**config.mk**
```make
export PLATFORM = sky130hd
export DESIGN_NAME = mult_dispatch
export DESIGN_NICKNAME = d
export VERILOG_FILES = /design/src/rtl/mult_dispatch_pkg.sv /design/src/rtl/mult_dispatch_fifo.sv /design/src/rtl/mult_dispatch.sv
export SDC_FILE = /design/constraint.sdc
export NUM_CORES = 1
export LEC_CHECK = 0
export BUFFER_PORTS_ARGS = -buffer_cell sky130_fd_sc_hd__clkbuf_2
export CORE_UTILIZATION = 56
export DETAILED_ROUTE_END_ITERATION = 16
export PLACE_DENSITY_LB_ADDON = 0.12
export SLEW_MARGIN = 15
export SYNTH_ARGS = -nofsm -noshare
export SYNTH_HDL_FRONTEND = slang
export SYNTH_HIERARCHICAL = 1
export SYNTH_SLANG_ARGS = --single-unit
```
**constraint.sdc**
```tcl
create_clock -name clk -period 2.8 [get_ports clk]
set_input_delay 0.56 -clock clk [delete_from_list [all_inputs] [get_ports clk]]
set_output_delay 0.56 -clock clk [all_outputs]
set_load 0.05 [all_outputs]
```
**src/rtl/mult_dispatch_pkg.sv**
```systemverilog
// Shared widths and FSM encoding for the mult_dispatch sequencer in front of
// the sequential Booth multiply core.
package mult_dispatch_pkg;

  localparam int OP_W   = 8;
  localparam int PROD_W = 17;
  localparam int PAIR_W = 2 * OP_W;

  typedef enum logic [1:0] {
    ST_IDLE = 2'd0,
    ST_LOAD = 2'd1,
    ST_RUN  = 2'd2,
    ST_OUT  = 2'd3
  } state_e;

endpackage

```
**src/rtl/mult_dispatch_fifo.sv**
```systemverilog
// Synchronous operand-pair FIFO (DEPTH x WIDTH) with full/empty flags and a
// combinational read port showing the oldest entry.
module mult_dispatch_fifo
  import mult_dispatch_pkg::*;
#(
  parameter int DEPTH = 4,
  parameter int WIDTH = PAIR_W
) (
  input  logic             clk,
  input  logic             rst,
  input  logic             push,
  input  logic [WIDTH-1:0] din,
  input  logic             pop,
  output logic [WIDTH-1:0] dout,
  output logic             full,
  output logic             empty
);

  localparam int AW = $clog2(DEPTH);
  typedef logic [AW:0] ptr_t;

  ptr_t             wr_ptr_q, wr_ptr_d;
  ptr_t             rd_ptr_q, rd_ptr_d;
  logic [WIDTH-1:0] mem_q [DEPTH];

  // The extra pointer bit tells a full FIFO apart from an empty one.
  assign empty = (wr_ptr_q == rd_ptr_q);
  assign full  = (wr_ptr_q[AW] != rd_ptr_q[AW]) &&
                 (wr_ptr_q[AW-1:0] == rd_ptr_q[AW-1:0]);
  assign dout  = mem_q[rd_ptr_q[AW-1:0]];

  always_comb begin
    // NOTE: every always_comb output gets a default first so no path leaves it
    // unassigned; an unassigned path would infer a latch.
    wr_ptr_d = wr_ptr_q;
    rd_ptr_d = rd_ptr_q;
    if (push && !full)  wr_ptr_d = wr_ptr_q + ptr_t'(1);
    if (pop  && !empty) rd_ptr_d = rd_ptr_q + ptr_t'(1);
  end

  // NOTE: sequential state uses non-blocking (<=) so every flop samples the
  // pre-edge values regardless of block ordering in the simulator.
  always_ff @(posedge clk or negedge rst) begin
    if (!rst) begin
      wr_ptr_q <= '0;
      rd_ptr_q <= '0;
    end else begin
      wr_ptr_q <= wr_ptr_d;
      rd_ptr_q <= rd_ptr_d;
    end
  end

  // NOTE: the storage array is deliberately not reset; the pointers alone
  // define which entries are valid, so clearing the data would only cost logic.
  always_ff @(posedge clk) begin
    if (push && !full) mem_q[wr_ptr_q[AW-1:0]] <= din;
  end

endmodule

```
**src/rtl/mult_dispatch.sv**
```systemverilog
// Drives the multiply core's reset/load/start/rdy protocol from a buffered
// operand stream and returns products on a valid/ready stream.
// Optional RUN timeout with sticky err: define MULT_DISPATCH_TIMEOUT_EN.
module mult_dispatch
  import mult_dispatch_pkg::*;
#(
  parameter int DEPTH    = 4,
  parameter int LOAD_CYC = 2
`ifdef MULT_DISPATCH_TIMEOUT_EN
  ,
  parameter int TIMEOUT  = 64
`endif
) (
  input  logic              clk,
  input  logic              rst,
  input  logic              in_valid,
  output logic              in_ready,
  input  logic [OP_W-1:0]   in_a,
  input  logic [OP_W-1:0]   in_b,
  output logic              m_rst,
  output logic              m_start,
  output logic [OP_W-1:0]   m_inp1,
  output logic [OP_W-1:0]   m_inp2,
  input  logic [PROD_W-1:0] m_prod,
  input  logic              m_rdy,
  output logic              out_valid,
  input  logic              out_ready,
  output logic [PROD_W-1:0] out_prod,
  output logic              err
);

  localparam int LCW = $clog2(LOAD_CYC + 1);

  state_e              state_q, state_d;
  logic [LCW-1:0]      load_cnt_q, load_cnt_d;
  logic [OP_W-1:0]     inp1_q, inp1_d, inp2_q, inp2_d;
  logic [PROD_W-1:0]   out_prod_q, out_prod_d;
  logic                m_rdy_q;
  logic                rdy_rise;

  logic                fifo_push, fifo_pop, fifo_full, fifo_empty;
  logic [PAIR_W-1:0]   fifo_dout;

`ifdef MULT_DISPATCH_TIMEOUT_EN
  localparam int TCW = $clog2(TIMEOUT + 1);
  logic [TCW-1:0] run_cnt_q, run_cnt_d;
  logic           err_q, err_d;
`endif

  assign in_ready  = !fifo_full;
  assign fifo_push = in_valid && !fifo_full;

  mult_dispatch_fifo #(
    .DEPTH (DEPTH),
    .WIDTH (PAIR_W)
  ) u_fifo (
    .clk   (clk),
    .rst   (rst),
    .push  (fifo_push),
    .din   ({in_a, in_b}),
    .pop   (fifo_pop),
    .dout  (fifo_dout),
    .full  (fifo_full),
    .empty (fifo_empty)
  );

  // A rdy already high when RUN begins has m_rdy_q set, so it never counts.
  assign rdy_rise = m_rdy && !m_rdy_q;

  assign m_inp1   = inp1_q;
  assign m_inp2   = inp2_q;
  assign out_prod = out_prod_q;

  always_comb begin
    state_d    = state_q;
    load_cnt_d = load_cnt_q;
    inp1_d     = inp1_q;
    inp2_d     = inp2_q;
    out_prod_d = out_prod_q;
    fifo_pop   = 1'b0;
    m_rst      = 1'b1;
    m_start    = 1'b0;
    out_valid  = 1'b0;
`ifdef MULT_DISPATCH_TIMEOUT_EN
    run_cnt_d  = '0;
    err_d      = err_q;
`endif

    unique case (state_q)
      ST_IDLE: begin
        if (!fifo_empty) begin
          fifo_pop         = 1'b1;
          {inp1_d, inp2_d} = fifo_dout;
          load_cnt_d       = '0;
          state_d          = ST_LOAD;
        end
      end
      ST_LOAD: begin
        if (load_cnt_q == LCW'(LOAD_CYC - 1)) state_d = ST_RUN;
        else load_cnt_d = load_cnt_q + LCW'(1);
      end
      ST_RUN: begin
        m_rst   = 1'b0;
        m_start = 1'b1;
        if (rdy_rise) begin
          out_prod_d = m_prod;
          state_d    = ST_OUT;
        end
`ifdef MULT_DISPATCH_TIMEOUT_EN
        else if (run_cnt_q == TCW'(TIMEOUT - 1)) begin
          err_d      = 1'b1;
          out_prod_d = '1;
          state_d    = ST_OUT;
        end else begin
          run_cnt_d = run_cnt_q + TCW'(1);
        end
`endif
      end
      ST_OUT: begin
        m_rst     = 1'b0;
        out_valid = 1'b1;
        if (out_ready) state_d = ST_IDLE;
      end
      default: state_d = ST_IDLE;
    endcase
  end

  always_ff @(posedge clk or negedge rst) begin
    if (!rst) begin
      state_q    <= ST_IDLE;
      load_cnt_q <= '0;
      inp1_q     <= '0;
      inp2_q     <= '0;
      out_prod_q <= '0;
      m_rdy_q    <= 1'b0;
    end else begin
      state_q    <= state_d;
      load_cnt_q <= load_cnt_d;
      inp1_q     <= inp1_d;
      inp2_q     <= inp2_d;
      out_prod_q <= out_prod_d;
      m_rdy_q    <= m_rdy;
    end
  end

`ifdef MULT_DISPATCH_TIMEOUT_EN
  always_ff @(posedge clk or negedge rst) begin
    if (!rst) begin
      run_cnt_q <= '0;
      err_q     <= 1'b0;
    end else begin
      run_cnt_q <= run_cnt_d;
      err_q     <= err_d;
    end
  end

  assign err = err_q;
`else
  assign err = 1'b0;
`endif

endmodule
```
==> key figures <==
Status
  • Run status: completed

STA
  • Total negative slack: 0 ns
  • Final Slew Violations: 0
  • Final count of hold timing violations: 0
  • FMAX: 433.8 MHz
  • Worst-Margin Slew: 0.8840 ns
  • Shortest period the worst path allows: 2.305 ns
  • Clock skew: 0.007290 ns
  • Portion of the clock cycle consumed by the worst path in the final layout: 0.8232
  • Worst rel slew slack: 0.4107
  • Smallest setup slack after layout: 0.4949 ns
  • Setup violators final: 0
  • Setup repair after global routing missed its margin: no

Place
  • Routability cong.: 0.7511
  • Port bufs: 74
  • Worst setup slack before clock tree synthesis: 0.6413 ns
  • Area of placed instances: 5004 µm²
  • Post-DP HPWL: 5013 µm

GRT
  • GR Util met3: 0.04188
  • Vias in the first global route: 2397
  • GRT Total Usage: 0.1980
  • Met2 layer usage reported by global route: 0.3333
  • Met1 track demand over resource in global routing: 0.2462
  • Largest net degree at the start of global routing: 35
  • First-pass GRT wire length: 12160 µm
  • Busiest layer in global routing: met2
  • Initial antenna violation count: 0
  • Total congestion overflow after global routing: 0

CTS
  • Deepest clock path buffer count: 2
  • Clock sink count: 108
  • Root Buffer: sky130_fd_sc_hd__clkbuf_8
  • TritonCTS Buffers: 9
  • Post-cts repair resize count: 0
  • Post-CTS setup repair buffer count: 0
  • Clk pin slew, worst setup/hold paths: 0.10 ns
  • Clock tree from TritonCTS: done
  • Hold buffer count at cts: 0
  • H-Tree Depth: 3
  • Skew-Pair Late Insertion Delay: 0.37 ns

Logic synthesis
  • Leading area contributor after synthesis: sky130_fd_sc_hd__edfxtp_1
  • Distinct cells, synth: 38
  • Most area-consuming cells after synthesis: sky130_fd_sc_hd__edfxtp_1 43%, sky130_fd_sc_hd__dfrtp_1 25%, sky130_fd_sc_hd__mux2_2 8.3%, sky130_fd_sc_hd__mux4_2 8.0%, sky130_fd_sc_hd__ha_1 3.1%
  • Post-Synthesis Mean Instance Area: 18.32 µm²
  • Top FF cell, synth: sky130_fd_sc_hd__edfxtp_1
  • Most used standard cell by instance count after synthesis: sky130_fd_sc_hd__edfxtp_1
  • Area of the mapped netlist: 4489 µm²
  • Area share of the largest cell type after synthesis: 0.4281
  • Post-synthesis sequential element count: 108
  • Combinational family with the most area after synthesis: multiplexers
  • Share of synthesized flip-flops with an asynchronous set or reset: 0.4074
  • Arithmetic-cell share of the synthesized area counting full adders, half adders and majority gates: 0.03066
  • Cell count after synthesis: 245
  • Post-synthesis simple-gate area fraction: 0.03874
  • Area fraction in compound gates after synthesis: 0.04292
  • Number of nets produced by synthesis: 294
  • Warnings, synthesis: 6
  • Number of enable-type register cells in the synthesized netlist: 64
  • Share of the yosys chip area belonging to registers: 0.6734
  • Fraction of synthesized cell area in xor and xnor cells: 0.02258
  • Post-synthesis mux area share: 0.1686
  • Synth top cells by count: 64 x sky130_fd_sc_hd__edfxtp_1, 44 x sky130_fd_sc_hd__dfrtp_1, 33 x sky130_fd_sc_hd__mux2_2

Floorplanning
  • Starting Density: 0.5810
  • Width of the die: 91.54 µm
  • Standard cell core area: 7727 µm²
  • Number of I/O pins: 76
  • Die footprint: 8379 µm²
  • Vert. Die Dim: 91.54 µm
  • Number of cell rows: 32

Worst hold path
  • Type of the worst min-delay path: input pin to asynchronous set/reset pin

Drt
  • Post-DRT Antenna Nets: 0
  • Routed WL per cell: 16.93 µm
  • Final wirelength: 7416 µm
  • Final routed DRC violation total: 0
  • DRC marker count from the first detailed-route iteration: 86
  • Vias per std cell: 5.340
  • Via count of the routed design: 2339
  • First drt pass iteration count: 4

Setup path
  • Most frequent cell on the critical path: sky130_fd_sc_hd__inv_1
  • Required time of the critical path: 2.24 ns
  • Category of the most critical setup path: flop to primary output
  • Critical Path Sink Type: primary output
  • Arrival time of the worst setup path: 1.75 ns
  • Startpoint type of the worst setup path: flop
  • Cell depth of the worst flop-to-flop path: 5
  • Largest stage delay on the critical path: 0.50 ns
  • Worst-path cell with the longest stage delay: sky130_fd_sc_hd__dfrtp_1
  • Max FO, Critical Path: 7
  • Cell breakdown of the critical path: xnor2_1, nand3_2, inv_1, inv_1, clkbuf_2

Finish
  • Number of fill cells in the layout: 565
  • Area of all sequential standard cells: 3023 µm²
  • Number of inserted diodes: 0
  • Area of the multi-input gates: 1369 µm²
  • Final Util: 0.6733
  • Area of all placed cells without fillers: 5202 µm²
  • Layout overhead on the synthesized area: 15.89%
  • Layout cell share with drive strength beyond 1: 0.4881
  • # nets final: 380

Job
  • Max-capacitance violation count: 0
## final cells by class
class / instances / share of cell area
Timing Repair Buffer: 83 / 0.08658
Sequential cell: 108 / 0.5810
Multi-Input combinational cell: 120 / 0.2631
Clock buffer: 9 / 0.02381
Inverter: 9 / 0.006494
Clock inverter: 7 / 0.01443
Tap cell: 102 / 0.02453
## placed cells by master, fill, tap and decap left out, types with 2 or more instances in the layout
master and instances:
sky130_fd_sc_hd__clkbuf_2 74, sky130_fd_sc_hd__xor2_2 2, sky130_fd_sc_hd__edfxtp_1 64, sky130_fd_sc_hd__xor2_1 2, sky130_fd_sc_hd__ha_1 11, sky130_fd_sc_hd__and2_1 3
sky130_fd_sc_hd__mux4_2 16, sky130_fd_sc_hd__clkinv_4 2, sky130_fd_sc_hd__a21oi_1 4, sky130_fd_sc_hd__a2bb2oi_1 2, sky130_fd_sc_hd__o31ai_2 4, sky130_fd_sc_hd__o211ai_1 2
sky130_fd_sc_hd__o21ai_0 2, sky130_fd_sc_hd__mux2_2 33, sky130_fd_sc_hd__a211oi_2 2, sky130_fd_sc_hd__clkbuf_8 9, sky130_fd_sc_hd__and3_1 3, sky130_fd_sc_hd__xnor2_1 4
sky130_fd_sc_hd__nor2_1 3, sky130_fd_sc_hd__inv_1 9, sky130_fd_sc_hd__nand2_1 5, sky130_fd_sc_hd__dfrtp_1 44, sky130_fd_sc_hd__nor3_1 5, sky130_fd_sc_hd__nand2b_1 2
sky130_fd_sc_hd__buf_4 8
## critical path, delay by kind of cell (launching register included)
family,cells,cell delay [ns]
AND/OR/NAND/NOR,1,0.15
buffers and inverters,3,0.39
flip-flops,1,0.50
XOR/XNOR,1,0.35
## state kept, by name (all words and copies together) (netlist names)
register / flops
u_fifo/rd_ptr_q: 3
out_prod: 17
m_rdy_q: 1
m_inp1: 8
m_inp2: 8
u_fifo/mem_q: 64
state_q: 2
u_fifo/wr_ptr_q: 3
load_cnt_q: 2
## per-layer routing
layer / part of all wire / up-vias
met5: 0 / -
met1: 0.44 / 1169
met4: 0.020 / 0
li1: - / 1097
met3: 0.041 / 12
met2: 0.50 / 61
## per-stage QoR
step                std cells  hold WS, ns
floorplan                 245       0.2644
global placement          422       0.4857
detailed placement        422       0.4934
CTS                       438       0.3176
global route              438       0.3599
finish                    438       0.2929
## path summary, 6_finish.rpt
kind | startpoint | to | slack [ns]
setup reg to reg | u_fifo/wr_ptr_q[1]$_DFFE_PN0P_ | m_inp2[6]$_DFFE_PN0P_ | 0.65
setup / recovery | u_fifo/wr_ptr_q[1]$_DFFE_PN0P_ | in_ready | 0.49
min in group clk | m_rdy | m_rdy_q$_DFF_PN0_ | 0.36
max in group asynchronous | rst | m_inp1[2]$_DFFE_PN0P_ | 1.86
hold reg to reg | out_prod[0]$_DFFE_PN0P_ | out_prod[0]$_DFFE_PN0P_ | 0.51
hold / removal | rst | m_rdy_q$_DFF_PN0_ | 0.29
## cell families after synthesis
group | Yosys count
xor+xnor | 9
compound gates | 20
other cells | 1
fa+ha+maj | 11
simple gates | 28
mux | 51
flops | 108
buf+inv | 17
Power is not shown: default switching activity piles up to over one toggle a cycle in this logic, so the estimate is an artifact.
